[src/rtl/timer_loader.sv]
// MM:SS countdown register for the microwave: shifts in BCD keypad digits while idle,
// then counts down once per 1 Hz tick under start/stop/clear control.
module timer_loader (
  input  logic       clk,
  input  logic       resetn,
  input  logic [3:0] BCD_IN,
  input  logic       loadn,
  input  logic       pgt_1hz,
  input  logic       startn,
  input  logic       stopn,
  input  logic       clearn,
  output logic [3:0] sec_ones,
  output logic [3:0] sec_tens,
  output logic [3:0] min_ones,
  output logic [3:0] min_tens,
  output logic       running,
  output logic       done
);

  typedef enum logic [1:0] {StIdle, StRun, StPause, StDone} state_e;

  state_e      r_state;
  state_e      w_state_d;
  logic [15:0] r_time;
  logic [15:0] w_time_d;
  logic [15:0] w_time_dec;
  logic        r_loadn_q;
  logic        r_tick_q;
  logic        r_running;
  logic        r_done;
  logic        w_load;
  logic        w_tick;
  logic        w_zero;

  assign w_load = ~loadn & r_loadn_q;
  assign w_tick = pgt_1hz & ~r_tick_q;
  assign w_zero = (r_time == 16'h0000);

  // One-second BCD decrement; digits are taken as entered, so 0:99 counts 0:98, 0:97, ...
  always_comb begin
    logic [3:0] w_so, w_st, w_mo, w_mt;
    {w_mt, w_mo, w_st, w_so} = r_time;
    if (w_so != 4'd0) begin
      w_so = w_so - 4'd1;
    end else if (w_st != 4'd0) begin
      w_so = 4'd9;
      w_st = w_st - 4'd1;
    end else if ((w_mo != 4'd0) || (w_mt != 4'd0)) begin
      w_so = 4'd9;
      w_st = 4'd5;
      if (w_mo != 4'd0) begin
        w_mo = w_mo - 4'd1;
      end else begin
        w_mo = 4'd9;
        w_mt = w_mt - 4'd1;
      end
    end
    w_time_dec = {w_mt, w_mo, w_st, w_so};
  end

  // Priority: clearn > stopn > startn > tick > load.
  always_comb begin
    w_state_d = r_state;
    w_time_d  = r_time;
    if (!clearn) begin
      w_state_d = StIdle;
      w_time_d  = 16'h0000;
    end else begin
      unique case (r_state)
        StIdle: begin
          if (!stopn) begin
            w_state_d = StIdle;
          end else if (!startn) begin
            if (!w_zero) w_state_d = StRun;
          end else if (w_load && (BCD_IN <= 4'd9)) begin
            w_time_d = {r_time[11:0], BCD_IN};
          end
        end
        StRun: begin
          if (!stopn) begin
            w_state_d = StPause;
          end else if (w_tick) begin
            w_time_d = w_time_dec;
            if (w_time_dec == 16'h0000) w_state_d = StDone;
          end
        end
        StPause: begin
          if (stopn && !startn) w_state_d = StRun;
        end
        StDone: begin
          w_state_d = StDone;
        end
      endcase
    end
  end

  always_ff @(posedge clk or negedge resetn) begin
    if (!resetn) begin
      r_state   <= StIdle;
      r_time    <= 16'h0000;
      r_loadn_q <= 1'b1;
      r_tick_q  <= 1'b0;
      r_running <= 1'b0;
      r_done    <= 1'b0;
    end else begin
      r_state   <= w_state_d;
      r_time    <= w_time_d;
      r_loadn_q <= loadn;
      r_tick_q  <= pgt_1hz;
      r_running <= (w_state_d == StRun);
      r_done    <= (w_state_d == StDone);
    end
  end

  assign {min_tens, min_ones, sec_tens, sec_ones} = r_time;
  assign running = r_running;
  assign done    = r_done;

endmodule

[config.mk]
export PLATFORM = sky130hd
export DESIGN_NAME = timer_loader
export DESIGN_NICKNAME = d
export VERILOG_FILES = /design/src/rtl/timer_loader.sv
export SDC_FILE = /design/constraint.sdc
export NUM_CORES = 1
export LEC_CHECK = 0
export ABC_AREA = 1
export BUFFER_PORTS_ARGS = -buffer_cell sky130_fd_sc_hd__buf_2
export CAP_MARGIN = 10
export CORE_MARGIN = 2
export CORE_UTILIZATION = 59
export DETAILED_ROUTE_END_ITERATION = 12
export GPL_TIMING_DRIVEN = 1
export PLACE_DENSITY = 0.82
export REMOVE_ABC_BUFFERS = 1
export SYNTH_ARGS = -nofsm -noshare
export SYNTH_HDL_FRONTEND = slang
export SYNTH_SLANG_ARGS = --single-unit
[constraint.sdc]
create_clock -name clk -period 2.75 [get_ports clk]
set_input_delay 0 -clock clk [delete_from_list [all_inputs] [get_ports clk]]
set_output_delay 0 -clock clk [all_outputs]
set_load 0.01 [all_outputs]
### After elaboration in Yosys (flattened, before gate mapping)

Cells that the tools add are included.

* flip-flop bits (word level): 22
* input port bits: 11
* output and inout bits: 18
* word-level logic and storage cells: 68

* $add $sub $neg: 4
* magnitude comparators: 1
* eq/ne operators: 11
* mux-type cells: 30
* bitwise gates (word level): 4
* reductions and logical operators: 12

Operators by type and width (count)
* 16-bit two-way mux: 6
* 4-bit two-way mux: 14
* 16-bit logical NOT: 2
* 16-bit case mux with 2 select lines: 1
* 2-bit two-way mux: 8
* 4-bit nonzero test: 4
* 4-bit by 1-bit subtractor with 4-bit output (second input constant): 4
* 3-bit != test (second input constant): 5
* 2-bit case mux with 4 select lines: 1
* 2-bit equality test (second input constant): 3
* 6-bit AND reduction: 1
* 2-bit by 1-bit equality test with 1-bit output (second input constant): 2
* 4-bit less-or-equal comparator (second input constant): 1
* 3-bit by 1-bit != test with 1-bit output (second input constant): 1
* 1-bit bitwise AND: 2
* 1-bit logical AND: 2
* 2-bit logical NOT: 1
* 1-bit inverter: 2
* 1-bit logical NOT: 1
* 1-bit logical OR: 1

### Depth between registers and ports, before layout

* word-level depth: 12
* depth in mapped cells: 15
* mapped depth without buffers: 15

### Least setup slack after synthesis

No wires, ideal clock.

* path type: register to register
* start: register r_time[0]
* end: register r_done, in the netlist done
* library setup time: 0.069 ns
* data arrival time: 1.747 ns
* data required time: 2.681 ns
* slack: 0.934 ns
* stages on the path, launching flop included: 16
* buffers on the path: 1
* clock period less this slack: 1.816 ns
* path through: dfrtp_1 -> inv_1 -> ha_1 -> nand2_2 -> nor2_4 -> buf_6 -> nand3_1 -> nand2_1 -> nor2_1 -> nor2_1 -> nand2_1 -> nor2_1 -> nand3_1 -> nand2_1 -> nand2_1 -> nor2_2

* cells in the longest elaborated chain, start to end: 10
* elaborated cells on any way between the ends: 19
* those cells by class: 1 x add/sub; 1 x eq/ne; 14 x mux; 3 x reduce/logical

RTL lines
* start: declaration: RTL line 24 `logic [15:0] r_time;`
* start signal: assignment: RTL line 107 `r_time <= w_time_d;`
* branches (longest 7 deep; another with 4-bit by 1-bit subtractor with 4-bit output)
* 2-bit case mux with 4 select lines (*): RTL line 69 `unique case (r_state)`
* 2-bit two-way mux (*): RTL line 65 `if (!clearn) begin`
* 2-bit equality test (*): RTL line 111 `r_done <= (w_state_d == StDone);`
* end signal: assignment: RTL line 111
* end: declaration: RTL line 30 `logic r_done;`

Every way passes the cells marked *.
A chain may end at the register's enable or synchronous reset.

### Worst setup path after layout

Ends and elaborated chain as after synthesis.

==> metrics.txt <==
WP data arrival 2550 ps; Reg power frac 0.538; die width 55.9 µm; Worst Hold Depth 3; row cnt 18; Setup WS post-layout 459 ps; reg-to-reg endpoint done; global-route wire length before repair 6.63 mm; hold path startpoint BCD_IN[1]; main combinational cell family by area after synthesis simple AND/OR/NAND/NOR gates; setup TNS 0 ps; CTS tree yes; Syn-to-layout area delta 15.8%; post-synth top area share 0.331; Logic pwr share 0.154; Post-Syn Instances 226; worst-case reg-to-reg path depth 14; Non-Filler Instances 290; io pins 29; Clk Latency, worst-skew pair 320 ps; setup slack, reg-to-reg 460 ps; Lkg Pwr 1.02 nW; register bit count reported by yosys 22; max frequency 436 MHz; hold crit path type input port to register; yosys warns 0; most frequent cells in the layout nand2_1 (52), nor2_1 (35), buf_2 (28), inv_1 (21), dfrtp_1 (21); Synth area leader dfrtp_1; Initial Utilization 0.629; Crit Path Max Fanout 12; vias in the first global route 1456; antenna viol nets, final 0; Max clock buf depth 2; DRT Wirelength 3.88 mm; WP data required 3010 ps; Setup CP Type register to register; simple-gate share of the synthesized area 0.356; vias per cell 5.58; final period utilization 0.833; min Tclk post-route 2290 ps; multi-input logic area 901 µm²; DP Wirelength 2.86 mm; RSZ-0062 raised after global routing no; Core Region 2520 µm²; Die H 55.9 µm; Int Pwr 0.442 mW; compound-cell area share of the yosys netlist 0.167; final setup fails 0; Hold EP r_time[1]; drc violations 0; Antenna Diode Count 0; Root Driver clkbuf_4; Placed Cells 281; final net count 277; largest net degree at the start of global routing 23; Clk pwr share 0.308; Synth Area per Inst 7.02 µm²; adder-cell share of the synthesized area 0.0394; initial antenna violation count 0; PwrDens 334 nW/µm²; CTS Buf Count 3; NetSw 0.170 mW; clock skew 10.4 ps; max cap viols 0; RR Startpoint r_time[0]; critical path startpoint category register; Tot Pwr 0.613 mW; total track usage 0.266; Slew HR 0.605; Storage cell area 552 µm²; worst-margin pin slew 591 ps; post-placement setup slack 537 ps; total global routing overflow 0; Synth Area in XOR/XNOR 0.00552; fillcell total 214; detailed router's first-iteration violation count 87; synthesized area 1590 µm²; Synth area leaders dfrtp_1 (33%), nand2_1 (12%), nor2_1 (8.3%), inv_1 (5.0%), o21ai_0 (4.7%); final hold vios 0; Resized Gates After CTS 0; post-CTS setup buffers 0; drt pass-1 iters 4; most common cell after layout, fill and taps aside nand2_1; clock transition at the registers of the reported paths 140 ps; Switching Share 0.278; status complete, no violations; library cells used by synthesis 29; Peak VDD IR 0.000326 V; Via Count 1618; Placer Congestion 0.984; post-synthesis mux area share 0; endpoint class of the critical path register; post-synthesis sequential area ratio 0.348; Max Slew Vio Count 0; Sink Count 22; Port Buf Inserts 28; H-Tree Level Count 1; area of the die 3120 µm²; WL per Instance 13.4 µm; share of layout cells above drive strength 1 0.212
==> synth_stat cells <==
cell type / instances
o22ai_1: 11
a21oi_2: 1
inv_1: 21
nor3_1: 1
inv_2: 6
nand3_1: 14
nand3_4: 2
nor2_8: 1
nand4_1: 2
clkinv_1: 1
buf_2: 2
nor2_1: 35
nand3b_1: 2
ha_1: 5
buf_6: 1
clkbuf_1: 2
o211ai_1: 6
xor2_1: 1
dfrtp_1: 21
nand3_2: 2
o21ai_0: 15
dfstp_2: 1
a21boi_0: 1
nor2_2: 2
or2_2: 1
nand2_1: 52
nand2_2: 3
a21oi_1: 12
nor2_4: 2
==> logic make-up after synthesis <==
| family | Yosys count |
|---|---|
| AO/OA/AOI/OAI | 46 |
| XOR/XNOR | 1 |
| adder cells (fa/ha/maj) | 5 |
| buffers and inverters | 33 |
| flip-flops | 22 |
| AND/OR/NAND/NOR | 119 |
==> layout make-up <==
| cell class | count | area share |
|---|---|---|
| Sequential cell | 22 | 0.300 |
| Inverter | 28 | 0.0572 |
| Multi-Input combinational cell | 171 | 0.490 |
| Clock buffer | 4 | 0.0198 |
| Timing Repair Buffer | 35 | 0.112 |
| Tap cell | 30 | 0.0204 |
==> worst max-delay path, cell delays in order (launching register included) <==
cell,delay [ps]
dfrtp_1,430
inv_1,150
ha_1,290
nand2_2,100
nor2_4,250
nand2_1,160
nor2_1,170
nand2_1,70
nand2_1,50
nor2_1,50
nor2_1,140
nand3_1,100
nand2_1,100
nand2_1,80
nor2_2,80
==> repair_timing <==
item / in CTS / in global routing
endpoints found under the setup margin: 0 / 0
endpoints found under the hold margin: 26 / 0
hold buffers: 5 / 0
==> worst max-delay path by stage <==
stage	end	cells after the start	from
CTS	done	14	r_time[0]
finish	done	14	r_time[0]
detailed placement	done	14	r_time[0]
floorplan	r_time[14]	4	r_state[1]
global route	done	14	r_time[0]
global placement	done	14	r_time[0]
==> flip-flops by register name (all words and copies together), names as in the netlist <==
signal     flops
r_time        16
r_tick_q       1
running        1
done           1
r_state        2
r_loadn_q      1
==> per-layer routing <==
| metal | track usage | wire length, µm | up-vias |
|---|---|---|---|
| met2 | 0.444 | 1900 | 49 |
| met4 | 0.0646 | 31 | 0 |
| li1 | - | - | 813 |
| met3 | 0.0233 | 183 | 4 |
| met5 | 0 | 0 | - |
| met1 | 0.376 | 1760 | 752 |
==> through the flow <==
stage                util  area [µm²]  hold slack (ps)
floorplan               -        1560             -296
global placement    0.694        1750            -3.86
detailed placement  0.694        1750            -5.27
CTS                 0.728        1840             1.48
global route        0.728        1840             38.2
finish              0.728        1840             3.97
==> power groups by stage <==
stage | logic [mW] | registers [mW] | clock network (mW)
global route | 0.106 | 0.330 | 0.198
floorplan | 0.0562 | 0.336 | 0
CTS | 0.0935 | 0.329 | 0.188
detailed placement | 0.0871 | 0.336 | 0
finish | 0.0944 | 0.329 | 0.189
global placement | 0.0870 | 0.335 | 0
Note: power is estimated with default switching activity, not from simulation.
